### src/rtl/digest_tx.sv
// digest_tx: serialises a 160-bit SHA-1 digest (H0..H4) into five 32-bit
// stream words. One digest is held in the active buffer while it is being
// sent. A second digest can wait in a one-deep pending buffer. A digest that
// arrives while both buffers are occupied is dropped and counted.
//
// Stream handshake: m_tvalid is high whenever the FSM is in SEND. While
// m_tvalid is high and m_tready is low, m_tdata and m_tlast hold their values.
// A beat transfers on a rising clk edge where m_tvalid && m_tready. m_tlast
// marks the fifth word (H4) of every digest.
module digest_tx (
    input  logic         clk,
    input  logic         rst_n,
    input  logic [159:0] digest_in,
    input  logic         digest_valid,
    output logic [31:0]  m_tdata,
    output logic         m_tvalid,
    input  logic         m_tready,
    output logic         m_tlast,
    output logic         busy,
    output logic         overflow,
    input  logic         ovf_clr,
    output logic [7:0]   drop_cnt
);

    typedef enum logic {
        IDLE = 1'b0,
        SEND = 1'b1
    } state_t;

    state_t       state_q, state_d;
    logic [2:0]   cnt_q, cnt_d;
    logic [159:0] act_buf_q, act_buf_d;
    logic [159:0] pend_buf_q, pend_buf_d;
    logic         pend_full_q, pend_full_d;
    logic         overflow_q, overflow_d;
    logic [7:0]   drop_cnt_q, drop_cnt_d;

    logic         beat;
    logic         final_beat;
    logic         drop;

    // A final beat frees the active buffer in the same edge, so a digest
    // arriving then always has somewhere to go and is never dropped.
    assign beat       = (state_q == SEND) && m_tready;
    assign final_beat = beat && (cnt_q == 3'd4);
    assign drop       = (state_q == SEND) && !final_beat && digest_valid && pend_full_q;

    assign m_tvalid = (state_q == SEND);
    assign m_tlast  = (state_q == SEND) && (cnt_q == 3'd4);
    assign busy     = (state_q == SEND) || pend_full_q;
    assign overflow = overflow_q;
    assign drop_cnt = drop_cnt_q;

    // Word select: H0 first, H4 last.
    always_comb begin
        m_tdata = 32'd0;
        case (cnt_q)
            3'd0:    m_tdata = act_buf_q[159:128];
            3'd1:    m_tdata = act_buf_q[127:96];
            3'd2:    m_tdata = act_buf_q[95:64];
            3'd3:    m_tdata = act_buf_q[63:32];
            3'd4:    m_tdata = act_buf_q[31:0];
            default: m_tdata = 32'd0;
        endcase
    end

    // FSM next state, word counter and the two digest buffers.
    always_comb begin
        state_d     = state_q;
        cnt_d       = cnt_q;
        act_buf_d   = act_buf_q;
        pend_buf_d  = pend_buf_q;
        pend_full_d = pend_full_q;
        case (state_q)
            IDLE: begin
                if (digest_valid) begin
                    act_buf_d = digest_in;
                    cnt_d     = 3'd0;
                    state_d   = SEND;
                end
            end
            SEND: begin
                if (final_beat) begin
                    if (pend_full_q) begin
                        // Promote the waiting digest; a new arrival refills pending.
                        act_buf_d   = pend_buf_q;
                        cnt_d       = 3'd0;
                        pend_full_d = digest_valid;
                        if (digest_valid) begin
                            pend_buf_d = digest_in;
                        end
                    end else if (digest_valid) begin
                        // Go straight into the new digest without an idle cycle.
                        act_buf_d = digest_in;
                        cnt_d     = 3'd0;
                    end else begin
                        cnt_d   = 3'd0;
                        state_d = IDLE;
                    end
                end else begin
                    if (beat) begin
                        cnt_d = cnt_q + 3'd1;
                    end
                    if (digest_valid && !pend_full_q) begin
                        pend_buf_d  = digest_in;
                        pend_full_d = 1'b1;
                    end
                end
            end
            default: begin
                state_d = IDLE;
                cnt_d   = 3'd0;
            end
        endcase
    end

    // Sticky overflow and saturating drop counter. A drop in the same cycle
    // as ovf_clr wins and leaves a count of one.
    always_comb begin
        overflow_d = overflow_q;
        drop_cnt_d = drop_cnt_q;
        if (drop) begin
            overflow_d = 1'b1;
            if (ovf_clr) begin
                drop_cnt_d = 8'd1;
            end else if (drop_cnt_q != 8'hFF) begin
                drop_cnt_d = drop_cnt_q + 8'd1;
            end
        end else if (ovf_clr) begin
            overflow_d = 1'b0;
            drop_cnt_d = 8'd0;
        end
    end

    // State registers with synchronous active-low reset.
    always_ff @(posedge clk) begin
        if (!rst_n) begin
            state_q     <= IDLE;
            cnt_q       <= 3'd0;
            act_buf_q   <= 160'd0;
            pend_buf_q  <= 160'd0;
            pend_full_q <= 1'b0;
            overflow_q  <= 1'b0;
            drop_cnt_q  <= 8'd0;
        end else begin
            state_q     <= state_d;
            cnt_q       <= cnt_d;
            act_buf_q   <= act_buf_d;
            pend_buf_q  <= pend_buf_d;
            pend_full_q <= pend_full_d;
            overflow_q  <= overflow_d;
            drop_cnt_q  <= drop_cnt_d;
        end
    end

endmodule

### config.mk
export PLATFORM = sky130hd
export DESIGN_NAME = digest_tx
export DESIGN_NICKNAME = d
export VERILOG_FILES = /design/src/rtl/digest_tx.sv
export SDC_FILE = /design/constraint.sdc
export NUM_CORES = 1
export LEC_CHECK = 0
export ABC_AREA = 1
export BUFFER_PORTS_ARGS = -buffer_cell sky130_fd_sc_hd__buf_2
export CORE_UTILIZATION = 45
export CTS_CLUSTER_SIZE = 30
export DETAILED_ROUTE_END_ITERATION = 10
export PLACE_DENSITY = 0.64
export REMOVE_ABC_BUFFERS = 1
export SYNTH_ARGS = -nofsm -noshare
export SYNTH_HDL_FRONTEND = slang
export SYNTH_SLANG_ARGS = --single-unit
### constraint.sdc
create_clock -name clk -period 1.6 [get_ports clk]
set_input_delay 0.08 -clock clk [delete_from_list [all_inputs] [get_ports clk]]
set_output_delay 0.08 -clock clk [all_outputs]
set_load 0.03 [all_outputs]
==> results.rst <==
.. list-table::
   :header-rows: 1

   * - Metric
     - Value
   * - Run status
     - finished, violations left
   * - Violated checks
     - negative setup slack
   * - Initial cell density of the core
     - 0.4599
   * - Setup Skew
     - 0.02405 ns
   * - Crit-path slowest cell
     - sky130_fd_sc_hd__dfxtp_2
   * - PnR worst setup slack
     - -0.6153 ns
   * - Y dimension of the die
     - 187.8 um
   * - Syn Area/Cell
     - 6.697 um2
   * - Static Leakage
     - 11.29 nW
   * - DRT Wirelength
     - 71,280 um
   * - Share of final-layout standard cells stronger than drive strength 1
     - 0.4049
   * - Clock Sinks
     - 334
   * - Worst-case hold path end point
     - pend_full_q$_SDFFE_PN0P_
   * - Share of the clock period used by the worst path after layout
     - 1.385
   * - Clock Tree Root
     - sky130_fd_sc_hd__clkbuf_16
   * - Main area contributors after synthesis
     - sky130_fd_sc_hd__dfxtp_1, sky130_fd_sc_hd__o21ai_0, sky130_fd_sc_hd__nor2_1
   * - Hold slack final
     - 0.04076 ns
   * - Maximum number of pins on one net before global-route repair
     - 107
   * - Post-synthesis sequential element count
     - 334
   * - Number of vias per cell after detailed routing
     - 6.050
   * - Setup crit start kind
     - flip-flop
   * - First-pass GRT wire length
     - 103,000 um
   * - Final Net Count
     - 2,968
   * - Detailed-router iteration count before antenna repair
     - 7
   * - Std-Cell Core Area
     - 0.03378 mm2
   * - Worst hold path class
     - in -> reg
   * - Final instance count without filler cells
     - 3,272
   * - Later-pin clock latency in the skew report
     - 0.54 ns
   * - Post-synthesis cell type with the largest combined area
     - sky130_fd_sc_hd__dfxtp_1
   * - Worst reg2reg startpoint
     - cnt_q[0]$_SDFFE_PN0P_
   * - Launch point of the worst hold path
     - digest_valid
   * - Max cap viols
     - 0
   * - Share of the synthesized area in the top cell type
     - 0.4303
   * - Most common cell after layout, fill and taps aside
     - sky130_fd_sc_hd__nand2_1
   * - Final setup viols
     - 364
   * - Timing-limited maximum frequency
     - 451.4 MHz
   * - Cells on worst reg2reg path
     - 16
   * - Warnings, synthesis
     - 0
   * - Die Outline Area
     - 0.03527 mm2
   * - GRT Total Usage
     - 0.3631
   * - Core Rows
     - 67
   * - Final Wtd Congestion
     - 0.8109
   * - Clock tree from TritonCTS
     - yes
   * - Post-CTS clock slew at the launch and capture registers of the worst setup and hold paths
     - 0.07 ns
   * - Max incr delay on CP
     - 0.33 ns
   * - Fin crit period
     - 2.215 ns
   * - Netlist area before placement
     - 0.01554 mm2
   * - CTS H-tree depth
     - 2
   * - Areal power density over the cells
     - 930.6 mW/mm2
   * - End of the worst register-to-register path
     - pend_buf_q[33]$_SDFFE_PN0P_
   * - Peak fanout along the critical path
     - 5
   * - Count of unresolved DRC violations after routing
     - 0
   * - Transition time of the tightest slew-check pin
     - 0.6631 ns
   * - Peak supply drop
     - 0.8277 mV
   * - Top cell by count, worst path
     - sky130_fd_sc_hd__buf_6
   * - Critical Path AT
     - 2.64 ns
   * - Half-perimeter wire length after placement
     - 29,720 um
   * - Setup repair after global routing missed its margin
     - true
   * - Number of buffers created by CTS
     - 39
   * - Area Overhead vs Synth
     - 76.90%
   * - Register-to-register setup slack
     - -0.62 ns
   * - Quantity of I/O buffers inserted on ports
     - 208
   * - Post-layout utilization of the core
     - 0.8136
   * - Final Hold Viols
     - 0
   * - Max transition margin
     - 0.5579
   * - Slew Viols, Final
     - 0
   * - Number of instances on the worst hold path
     - 3
   * - Buffers from clock root to sink, at most
     - 3
   * - Boundary Pins
     - 209
   * - Number of DRC markers in iteration 0
     - 1,992
   * - Required arrival time at the worst endpoint
     - 2.03 ns
   * - Final global-route overflow total
     - 0
   * - Place WS
     - -0.1829 ns
   * - Routed vias
     - 19,800
   * - Worst path cell trace
     - inv_2, ha_4, nand2_8, buf_6, buf_6, buf_6, nor2_4, nand2_4, nand2_8, buf_6, buf_6, clkinv_8, buf_12, buf_12, nor2_4, nor2_1
   * - Most used cells in the layout excluding fill and tap cells
     - sky130_fd_sc_hd__nand2_1, sky130_fd_sc_hd__dfxtp_1, sky130_fd_sc_hd__nor2_1, sky130_fd_sc_hd__buf_2
   * - Cell count after synthesis
     - 2,320
   * - Number of distinct library cells after synthesis
     - 28
   * - Number of global-route vias before repair
     - 19,120
   * - Floorplan die width
     - 187.8 um
   * - Count of antenna-violating nets left after detailed routing
     - 0
   * - Number of placed cells counting well taps
     - 2,894
   * - Sort of element at the end of the critical path
     - flip-flop
   * - Worst setup path class
     - reg -> reg
   * - Wirelength per Cell
     - 21.79 um
   * - Sequential fraction of the synthesis area
     - 0.4303
   * - Antenna violations before repair
     - 1
## worst max-delay path by stage
stage / slack [ns] / cells past startpoint / from / to
after floorplan: -5.60 / 7 / cnt_q[0]$_SDFFE_PN0P_ / drop_cnt[0]$_SDFFE_PN0P_
after global placement: -0.13 / 9 / cnt_q[0]$_SDFFE_PN0P_ / m_tdata[24]
after detailed placement: -0.18 / 9 / cnt_q[0]$_SDFFE_PN0P_ / act_buf_q[43]$_SDFFE_PN0P_
after CTS: -0.53 / 8 / cnt_q[0]$_SDFFE_PN0P_ / m_tdata[8]
after global routing: -0.66 / 16 / cnt_q[0]$_SDFFE_PN0P_ / pend_buf_q[33]$_SDFFE_PN0P_
final: -0.62 / 16 / cnt_q[0]$_SDFFE_PN0P_ / pend_buf_q[33]$_SDFFE_PN0P_
## final cells by class
| class | count | area, um2 |
|---|---|---|
| Antenna cell | 1 | 2.502 |
| Clock inverter | 7 | 102.6 |
| Sequential cell | 334 | 6696 |
| Timing Repair inverter | 4 | 63.81 |
| Fill cell | 1844 | 6297 |
| Inverter | 111 | 481.7 |
| Clock buffer | 60 | 1186 |
| Tap cell | 448 | 560.5 |
| Multi-Input combinational cell | 1687 | 11100 |
| Timing Repair Buffer | 620 | 7292 |
## cells by family after synthesis
logic type / after synthesis / share of synthesized area
and+or+nand+nor: 925 / 0.2321
AOI/OAI and AO/OA: 756 / 0.2568
DFF: 334 / 0.4303
buffers and inverters: 299 / 0.07594
adders and majority gates: 6 / 0.004832
## power breakdown
part	total [mW]	internal (mW)	switching, mW
Combinational	6.74	3.14	3.60
Clock	9.14	5.42	3.73
Sequential	9.69	9.00	0.688
## cells in the mapped netlist
cell type / count
sky130_fd_sc_hd__nor2_1: 425
sky130_fd_sc_hd__o21ai_0: 408
sky130_fd_sc_hd__nand2_1: 402
sky130_fd_sc_hd__dfxtp_1: 334
sky130_fd_sc_hd__a21oi_1: 198
sky130_fd_sc_hd__clkbuf_1: 143
sky130_fd_sc_hd__inv_1: 107
sky130_fd_sc_hd__o22ai_1: 100
sky130_fd_sc_hd__nand3_1: 90
sky130_fd_sc_hd__o211ai_1: 25
sky130_fd_sc_hd__buf_2: 22
sky130_fd_sc_hd__o21ai_1: 19
sky130_fd_sc_hd__buf_1: 17
sky130_fd_sc_hd__ha_1: 6
sky130_fd_sc_hd__buf_4: 4
sky130_fd_sc_hd__inv_2: 3
sky130_fd_sc_hd__nand2_2: 3
sky130_fd_sc_hd__buf_6: 2
sky130_fd_sc_hd__nand3b_1: 2
sky130_fd_sc_hd__o21ai_2: 2
sky130_fd_sc_hd__a21boi_0: 1
sky130_fd_sc_hd__a221oi_1: 1
sky130_fd_sc_hd__a31oi_1: 1
sky130_fd_sc_hd__clkinv_1: 1
sky130_fd_sc_hd__nand4_1: 1
sky130_fd_sc_hd__nor2_2: 1
sky130_fd_sc_hd__nor3_1: 1
sky130_fd_sc_hd__o221ai_1: 1
## sequential cells by signal, summed over array words and instances (netlist names)
name,flops
m_tvalid,1
overflow,1
pend_buf_q,160
act_buf_q,160
cnt_q,3
pend_full_q,1
drop_cnt,8
## worst max-delay path: cells and delay by family, from the launching register on
family / cells / cell delay, ns
fa+ha+maj: 1 / 0.20
simple gates: 6 / 0.50
buf+inv: 9 / 1.06
flops: 1 / 0.33
## per-layer routing
metal,global-route usage,share of wire,routed length (um),vias to the layer above
li1,-,-,-,8761
met1,0.4521,0.38,27180,9454
met2,0.6095,0.47,33790,1232
met3,0.07093,0.088,6261,348
met4,0.1554,0.057,4056,0
met5,0,0,0,-
## metrics by stage
step	area (um2)	setup TNS, ns	power, mW
finish	27490	-179.62	25.58
global route	27490	-194.11	26.34
CTS	26070	-149.62	24.49
detailed placement	17800	-41.13	13.00
global placement	17800	-26.26	12.90
floorplan	14770	-1235.77	11.56
## what timing repair did
| item | 4_1_cts | 5_1_grt |
|---|---|---|
| hold endpoints to repair | 321 | 0 |
| pin swaps | 167 | 153 |
| endpoints found under the setup margin | 361 | 364 |
| gates cloned | 76 | 5 |
| buffers inserted | 94 | 28 |
| hold buffers | 162 | 0 |
| gates resized for setup | 894 | 550 |
Note: power is estimated with default switching activity, not from simulation.
